--- config.mk ---
export PLATFORM = sky130hd
export DESIGN_NAME = reg_file_sb_flat
export DESIGN_NICKNAME = d
export VERILOG_FILES = /design/src/rtl/reg_file_sb_pkg.sv /design/src/rtl/reg_file_sb_if.sv /design/src/rtl/reg_file_sb_read_port.sv /design/src/rtl/reg_file_sb.sv /design/src/flat_wrapper.sv
export SDC_FILE = /design/constraint.sdc
export NUM_CORES = 2
export LEC_CHECK = 0
export CORE_ASPECT_RATIO = 0.9
export CORE_MARGIN = 4
export CORE_UTILIZATION = 35
export CTS_CLUSTER_DIAMETER = 120
export DETAILED_ROUTE_END_ITERATION = 10
export SLEW_MARGIN = 0
export SYNTH_ARGS = -nofsm -noshare
export SYNTH_HDL_FRONTEND = slang
export SYNTH_SLANG_ARGS = --single-unit
--- constraint.sdc ---
create_clock -name ck -period 41.1 [get_ports ck]
set_input_delay 8.22 -clock ck [delete_from_list [all_inputs] [get_ports ck]]
set_output_delay 8.22 -clock ck [all_outputs]
set_load 0.005 [all_outputs]
--- src/rtl/reg_file_sb_pkg.sv ---
// Shared defaults and types for the register file with busy scoreboard.
package regfile_pkg;

  localparam int DATA_W_DEF   = 32;
  localparam int NUM_REGS_DEF = 32;
  localparam int AW_DEF       = $clog2(NUM_REGS_DEF);

  // Architectural zero register address.
  localparam int REG_ZERO = 0;

  typedef logic [AW_DEF-1:0]     rf_addr_t;
  typedef logic [DATA_W_DEF-1:0] rf_word_t;

endpackage

--- src/rtl/reg_file_sb_if.sv ---
// Decode/writeback bus of the register file: read ports, write port,
// issue port and the scoreboard summary.
interface reg_file_sb_if
  import regfile_pkg::*;
#(
  parameter int DATA_W   = DATA_W_DEF,
  parameter int NUM_REGS = NUM_REGS_DEF,
  parameter int NUM_RD   = 2,
  localparam int AW      = $clog2(NUM_REGS)
) ();

  logic [NUM_RD*AW-1:0]     rd_addr;
  logic [NUM_RD*DATA_W-1:0] rd_data;
  logic [NUM_RD-1:0]        rd_busy;
  logic                     wr_en;
  logic [AW-1:0]            wr_addr;
  logic [DATA_W-1:0]        wr_data;
  logic                     iss_en;
  logic [AW-1:0]            iss_addr;
  logic                     busy_any;

  // Pipeline side (decode + writeback) drives addresses and data.
  modport master (
    output rd_addr, wr_en, wr_addr, wr_data, iss_en, iss_addr,
    input  rd_data, rd_busy, busy_any
  );

  // Register file side.
  modport slave (
    input  rd_addr, wr_en, wr_addr, wr_data, iss_en, iss_addr,
    output rd_data, rd_busy, busy_any
  );

endinterface

--- src/rtl/reg_file_sb_read_port.sv ---
// One combinational read port: storage lookup, same-cycle write bypass,
// zero-register override and busy flag with writeback resolution.
module rf_read_port
  import regfile_pkg::*;
#(
  parameter int DATA_W   = DATA_W_DEF,
  parameter int NUM_REGS = NUM_REGS_DEF,
  parameter int ZERO_REG = 1,
  parameter int AW       = $clog2(NUM_REGS)
) (
  input  logic [DATA_W-1:0] entries [NUM_REGS],
  input  logic [NUM_REGS-1:0] busy,
  input  logic [AW-1:0]     rdAddr,
  input  logic              wrEn,
  input  logic [AW-1:0]     wrAddr,
  input  logic [DATA_W-1:0] wrData,
  output logic [DATA_W-1:0] rdData,
  output logic              rdBusy
);

  logic isZero;
  logic wrHit;

  // Lookup, then let an in-flight write win, then let register 0 win over everything.
  always_comb begin
    isZero = (ZERO_REG != 0) && (rdAddr == AW'(REG_ZERO));
    wrHit  = wrEn && (wrAddr == rdAddr);
    rdData = entries[rdAddr];
    rdBusy = busy[rdAddr];
    if (wrHit) begin
      rdData = wrData;
      rdBusy = 1'b0;
    end
    if (isZero) begin
      rdData = '0;
      rdBusy = 1'b0;
    end
  end

endmodule

--- src/rtl/reg_file_sb.sv ---
// Parametrised multi-read-port register file with per-register busy
// scoreboard. Storage is flops so the whole file clears asynchronously.
module reg_file_sb
  import regfile_pkg::*;
#(
  parameter int DATA_W   = DATA_W_DEF,
  parameter int NUM_REGS = NUM_REGS_DEF,
  parameter int NUM_RD   = 2,
  parameter int ZERO_REG = 1,
  localparam int AW      = $clog2(NUM_REGS)
) (
  input logic ck,
  input logic rst,
  reg_file_sb_if.slave bus
);

  logic [DATA_W-1:0]   entries [NUM_REGS];
  logic [NUM_REGS-1:0] busy;
  logic                wrLive;

  // A write presented during reset must not leak through the bypass.
  assign wrLive = bus.wr_en & ~rst;

  genvar gi;

  for (gi = 0; gi < NUM_REGS; gi++) begin : gEntry
    if ((ZERO_REG != 0) && (gi == REG_ZERO)) begin : gZero
      assign entries[gi] = '0;
      assign busy[gi]    = 1'b0;
    end else begin : gLive
      logic [DATA_W-1:0] entryReg;
      logic              busyReg;
      logic              wrHit;
      logic              issHit;

      assign wrHit  = bus.wr_en && (bus.wr_addr == AW'(gi));
      assign issHit = bus.iss_en && (bus.iss_addr == AW'(gi));

      // Data capture plus busy set/clear; a new issue supersedes a same-edge writeback.
      always_ff @(posedge ck or posedge rst) begin
        if (rst) begin
          entryReg <= '0;
          busyReg  <= 1'b0;
        end else begin
          if (wrHit) entryReg <= bus.wr_data;
          if (issHit)     busyReg <= 1'b1;
          else if (wrHit) busyReg <= 1'b0;
        end
      end

      assign entries[gi] = entryReg;
      assign busy[gi]    = busyReg;
    end
  end

  for (gi = 0; gi < NUM_RD; gi++) begin : gPort
    logic [DATA_W-1:0] portData;
    logic              portBusy;

    rf_read_port #(
      .DATA_W   (DATA_W),
      .NUM_REGS (NUM_REGS),
      .ZERO_REG (ZERO_REG),
      .AW       (AW)
    ) uPort (
      .entries (entries),
      .busy    (busy),
      .rdAddr  (bus.rd_addr[gi*AW +: AW]),
      .wrEn    (wrLive),
      .wrAddr  (bus.wr_addr),
      .wrData  (bus.wr_data),
      .rdData  (portData),
      .rdBusy  (portBusy)
    );

    assign bus.rd_data[gi*DATA_W +: DATA_W] = portData;
    assign bus.rd_busy[gi]                  = portBusy;
  end

  assign bus.busy_any = |busy;

endmodule

--- src/flat_wrapper.sv ---
// flat-port wrapper written by rule: the top's interface ports become plain ports
module reg_file_sb_flat import regfile_pkg::*;
#(
  parameter int DATA_W   = DATA_W_DEF,
  parameter int NUM_REGS = NUM_REGS_DEF,
  parameter int NUM_RD   = 2,
  parameter int ZERO_REG = 1,
  localparam int AW      = $clog2(NUM_REGS)
)
  (ck, rst, bus_rd_addr, bus_wr_en, bus_wr_addr, bus_wr_data, bus_iss_en, bus_iss_addr, bus_rd_data, bus_rd_busy, bus_busy_any);
  reg_file_sb_if #(.DATA_W(DATA_W), .NUM_REGS(NUM_REGS), .NUM_RD(NUM_RD)) bus_i ();
  input logic ck;
  input logic rst;
  input wire logic [$bits(bus_i.rd_addr)-1:0] bus_rd_addr;
  input wire logic [$bits(bus_i.wr_en)-1:0] bus_wr_en;
  input wire logic [$bits(bus_i.wr_addr)-1:0] bus_wr_addr;
  input wire logic [$bits(bus_i.wr_data)-1:0] bus_wr_data;
  input wire logic [$bits(bus_i.iss_en)-1:0] bus_iss_en;
  input wire logic [$bits(bus_i.iss_addr)-1:0] bus_iss_addr;
  output wire logic [$bits(bus_i.rd_data)-1:0] bus_rd_data;
  output wire logic [$bits(bus_i.rd_busy)-1:0] bus_rd_busy;
  output wire logic [$bits(bus_i.busy_any)-1:0] bus_busy_any;
  assign bus_i.rd_addr = bus_rd_addr;
  assign bus_i.wr_en = bus_wr_en;
  assign bus_i.wr_addr = bus_wr_addr;
  assign bus_i.wr_data = bus_wr_data;
  assign bus_i.iss_en = bus_iss_en;
  assign bus_i.iss_addr = bus_iss_addr;
  assign bus_rd_data = bus_i.rd_data;
  assign bus_rd_busy = bus_i.rd_busy;
  assign bus_busy_any = bus_i.busy_any;
  reg_file_sb #(.DATA_W(DATA_W), .NUM_REGS(NUM_REGS), .NUM_RD(NUM_RD), .ZERO_REG(ZERO_REG)) u_core (.ck(ck), .rst(rst), .bus(bus_i));
endmodule
==> flow_metrics.env <==
export IMPL_place_detailed_instances=5861
export IMPL_globalRouteOverflowTotal=0
export IMPL_grt_first_pass_wirelength_um=279000
export IMPL_clock_tree_root_cell="clkbuf_16"
export IMPL_tritoncts_buffer_count=111
export IMPL_synth_top_cell_by_area="dfrtp_1"
export IMPL_starting_density_of_the_core_pct=35.2
export IMPL_io_buffers=122
export IMPL_first_global_vias=38360
export IMPL_layout_core_utilization_pct=39.3
export IMPL_final_replace_weighted_congestion=0.786
export IMPL_synthDominantCellAreaShare_pct=45.6
export IMPL_netlist_area_mm2=0.0561
export IMPL_clock_tree_htree_level_count=3
export IMPL_critical_path_arrival_ps=13060
export IMPL_synthesis_yosys_warnings=0
export IMPL_synthToLayoutAreaGrowth_pct=11.6
export IMPL_final_setup_skew_ps=0
export IMPL_detailed_place_hpwl_um=108000
export IMPL_routedWlPerCell_um=31.7
export IMPL_fill_cells=14824
export IMPL_globalRouteMet1Util_pct=30.3
export IMPL_worst_slew_pin_slew_ps=1390
export IMPL_crit_chain="buf_8 -> buf_4 -> buf_4 -> nor2b_4 -> buf_4 -> a221oi_1 -> nor3_1 -> a211oi_1 -> nor3_1 -> clkdlybuf4s50_1"
export IMPL_ys_async_rst_share_pct=100
export IMPL_synthesized_flop_and_latch_total=1023
export IMPL_r2r_slack_ps=40280
export IMPL_slew_limit_headroom_pct=7.33
export IMPL_layout_cell_share_with_drive_strength_beyond_1_pct=46.3
export IMPL_synth_seq_area_share_pct=45.6
export IMPL_worstSetupPathType="in2out"
export IMPL_crit_path_top_delay_cell="buf_4"
export IMPL_cts_repair_resize_count=0
export IMPL_place_worst_setup_slack_ps=19790
export IMPL_setup_repair_after_global_routing_missed_its_margin="no"
export IMPL_final_antenna_net_count=0
export IMPL_hold_violation_count_in_the_final_report=0
export IMPL_ir_drop_mv=0.0386
export IMPL_floorplan_die_width_um=430
export IMPL_floorplan_core_area_mm2=0.159
export IMPL_combined_area_of_the_multi_input_logic_cells_mm2=0.0284
export IMPL_static_leakage_power_nw=26.5
export IMPL_iter_0_drt_violations=3646
export IMPL_globalRouteTotalUtil_pct=22.7
export IMPL_post_synth_net_total=3987
export IMPL_area_used_by_sequential_logic_in_the_layout_mm2=0.0256
export IMPL_report_final_slew_viol_count=0
export IMPL_cap_violations=0
export IMPL_min_delay_worst_type="reg2reg"
export IMPL_power_per_cell_area_mw_per_mm2=48.4
export IMPL_floorplan_die_height_um=388
export IMPL_final_period_minus_worst_setup_slack_ps=21280
export IMPL_cts_hold_fix_buffers=0
export IMPL_final_setup_tns_ps=0
export IMPL_clk_pin_slew_worst_setup_hold_paths_ps=60
export IMPL_io_pin_count=123
export IMPL_run_status="finished clean"
export IMPL_critPathMaxStageDelay_ps=710
export IMPL_final_nets=3915
export IMPL_total_power_mw=3.03
export IMPL_max_clock_freq_mhz=47.0
export IMPL_dr_pass1_iters=6
export IMPL_grtUsageMet2_pct=36.3
export IMPL_placement_rows=139
export IMPL_final_setup_worst_slack_ps=19820
export IMPL_cts_sink_count=1023
export IMPL_post_synth_inst_count=3931
export IMPL_final_instance_count_excl_fill=6066
export IMPL_post_cts_buffers=0
export IMPL_design_die_area_mm2=0.167
export IMPL_crit_path_end_kind="output port"
export IMPL_clk_latency_ps=720
export IMPL_avgViaCountPerCell=6.16
export IMPL_dominantRegCellSynth="dfrtp_1"
export IMPL_timing_critical_path_required_ps=32880
export IMPL_ctsLongestPathBuffers=3
export IMPL_synthesis_area_per_instance_um2=14.3
export IMPL_yosys_cell_types_count=65
export IMPL_netlist_top_cells_area="dfrtp_1, mux2_2, mux4_2"
export IMPL_final_wirelength_um=192000
export IMPL_drc=0
export IMPL_vias=37376
export IMPL_grt_start_max_net_pins=175
export IMPL_grt_busiest_layer="met2"
export IMPL_cts_tree="yes"
export IMPL_setup_violations_final=0
export IMPL_edff_count_synth=0
export IMPL_worst_path_max_fanout=56
export IMPL_start_kind="input pin"
export IMPL_final_period_utilization_pct=51.8
export IMPL_grt_met3_usage_pct=4.36
export IMPL_initial_antenna_violation_count=10
export IMPL_cpMostUsedCell="buf_4"
cell families after synthesis:
group,after synthesis,share of synthesized area (%)
xor gates and xnor gates,10,0.156
muxes,1614,40.8
and+or+nand+nor,419,3.66
AOI/OAI and AO/OA,422,5.60
buffers and inverters,443,4.20
DFF,1023,45.6
through the flow:
| step | hold WS [ps] | cell area (um2) |
|---|---|---|
| 2_1_floorplan | 470 | 56100 |
| 5_1_grt | 526 | 62600 |
| 3_3_place_gp | 486 | 58900 |
| 3_5_place_dp | 498 | 58900 |
| 6_report | 507 | 62600 |
| 4_1_cts | 511 | 62600 |
critical path: cells and delay by family:
family	cells	cell delay [ps]
AOI/OAI and AO/OA	2	270
buffers and inverters	5	2710
and+or+nand+nor	3	1610
state kept, by name, summed over array words and instances (netlist names):
signal                        cells
u_core.gEntry.gLive.busyReg      31
u_core.gEntry.gLive.entryReg    992
worst paths after layout:
| path | cells after the start | end | start |
|---|---|---|---|
| worst max-delay path | 10 | bus_rd_data[51] | bus_rd_addr[6] |
| worst min-delay path | 1 | u_core.gEntry[11].gLive.entryReg[4]$_DFFE_PP0P_ | u_core.gEntry[11].gLive.entryReg[4]$_DFFE_PP0P_ |
| worst max register to register | 1 | u_core.gEntry[24].gLive.entryReg[30]$_DFFE_PP0P_ | u_core.gEntry[24].gLive.entryReg[30]$_DFFE_PP0P_ |
| worst min register to register | 1 | u_core.gEntry[11].gLive.entryReg[4]$_DFFE_PP0P_ | u_core.gEntry[11].gLive.entryReg[4]$_DFFE_PP0P_ |
| max in group asynchronous | 5 | u_core.gEntry[18].gLive.entryReg[11]$_DFFE_PP0P_ | rst |
| min in group asynchronous | 2 | u_core.gEntry[9].gLive.entryReg[29]$_DFFE_PP0P_ | rst |
final cells by class:
cell class / instances / share of cell area, %
clock inverter: 39 / 0.771
clock buffer: 163 / 5.18
antenna: 3 / 0.0120
tap: 2115 / 4.23
sequential: 1023 / 40.9
timing repair buffer: 239 / 3.46
multi-input combinational: 2465 / 45.3
inverter: 19 / 0.126
cell usage after synthesis, types with 8 or more instances:
cell type     n
dfrtp_1    1023
mux2_2     1020
mux4_2      422
clkbuf_1    166
buf_2       138
mux2i_1     133
nand2_1     131
nor2_1       82
buf_4        77
a22oi_1      64
o21ai_0      59
nor3_1       54
a221oi_1     47
o22ai_1      45
nand3_1      35
a211oi_1     31
o221ai_1     31
a22o_1       30
buf_6        29
mux2_4       29
a21oi_1      26
nand2b_1     24
nor2b_1      21
nor4_1       19
inv_1        18
o31ai_1      15
o32a_1       14
a211o_1      12
buf_1        12
o2bb2ai_1    12
and3_1       11
mux2_1       10
xnor2_1      10
a32oi_1       8
nand4_1       8
cell usage in the layout (no fill, tap or decap), types with 19 or more instances in the layout:
master,n
a211oi_1,31
mux2i_1,133
a22o_1,30
mux4_2,422
o21ai_0,59
mux2_4,29
nor4_1,19
buf_4,117
clkinv_2,24
clkbuf_1,27
a221oi_1,47
nand2_1,121
clkbuf_16,113
nor2_1,70
nand3_1,35
o22ai_1,45
mux2_2,1020
a21oi_1,26
dfrtp_1,1023
clkbuf_8,23
a22oi_1,64
o221ai_1,31
clkdlybuf4s50_1,112
nor3_1,54
nand2b_1,20
per-layer routing:
metal  share of wire [%]  vias to the layer above  wire length, um
met5               0.022                        -               42
met4                 4.6                        8             8880
met3                 7.2                      433            13800
met2                  47                     1565            90100
met1                  41                    20300            79600
li1                    -                    15070                -
power by group:
group / leakage, nW / internal, mW / total, mW / switching [mW]
clock network: 1.85 / 0.602 / 1.03 / 0.432
registers: 13.0 / 1.21 / 1.35 / 0.147
logic: 11.6 / 0.381 / 0.642 / 0.261
No activity file was read; power rests on OpenSTA's default activity.
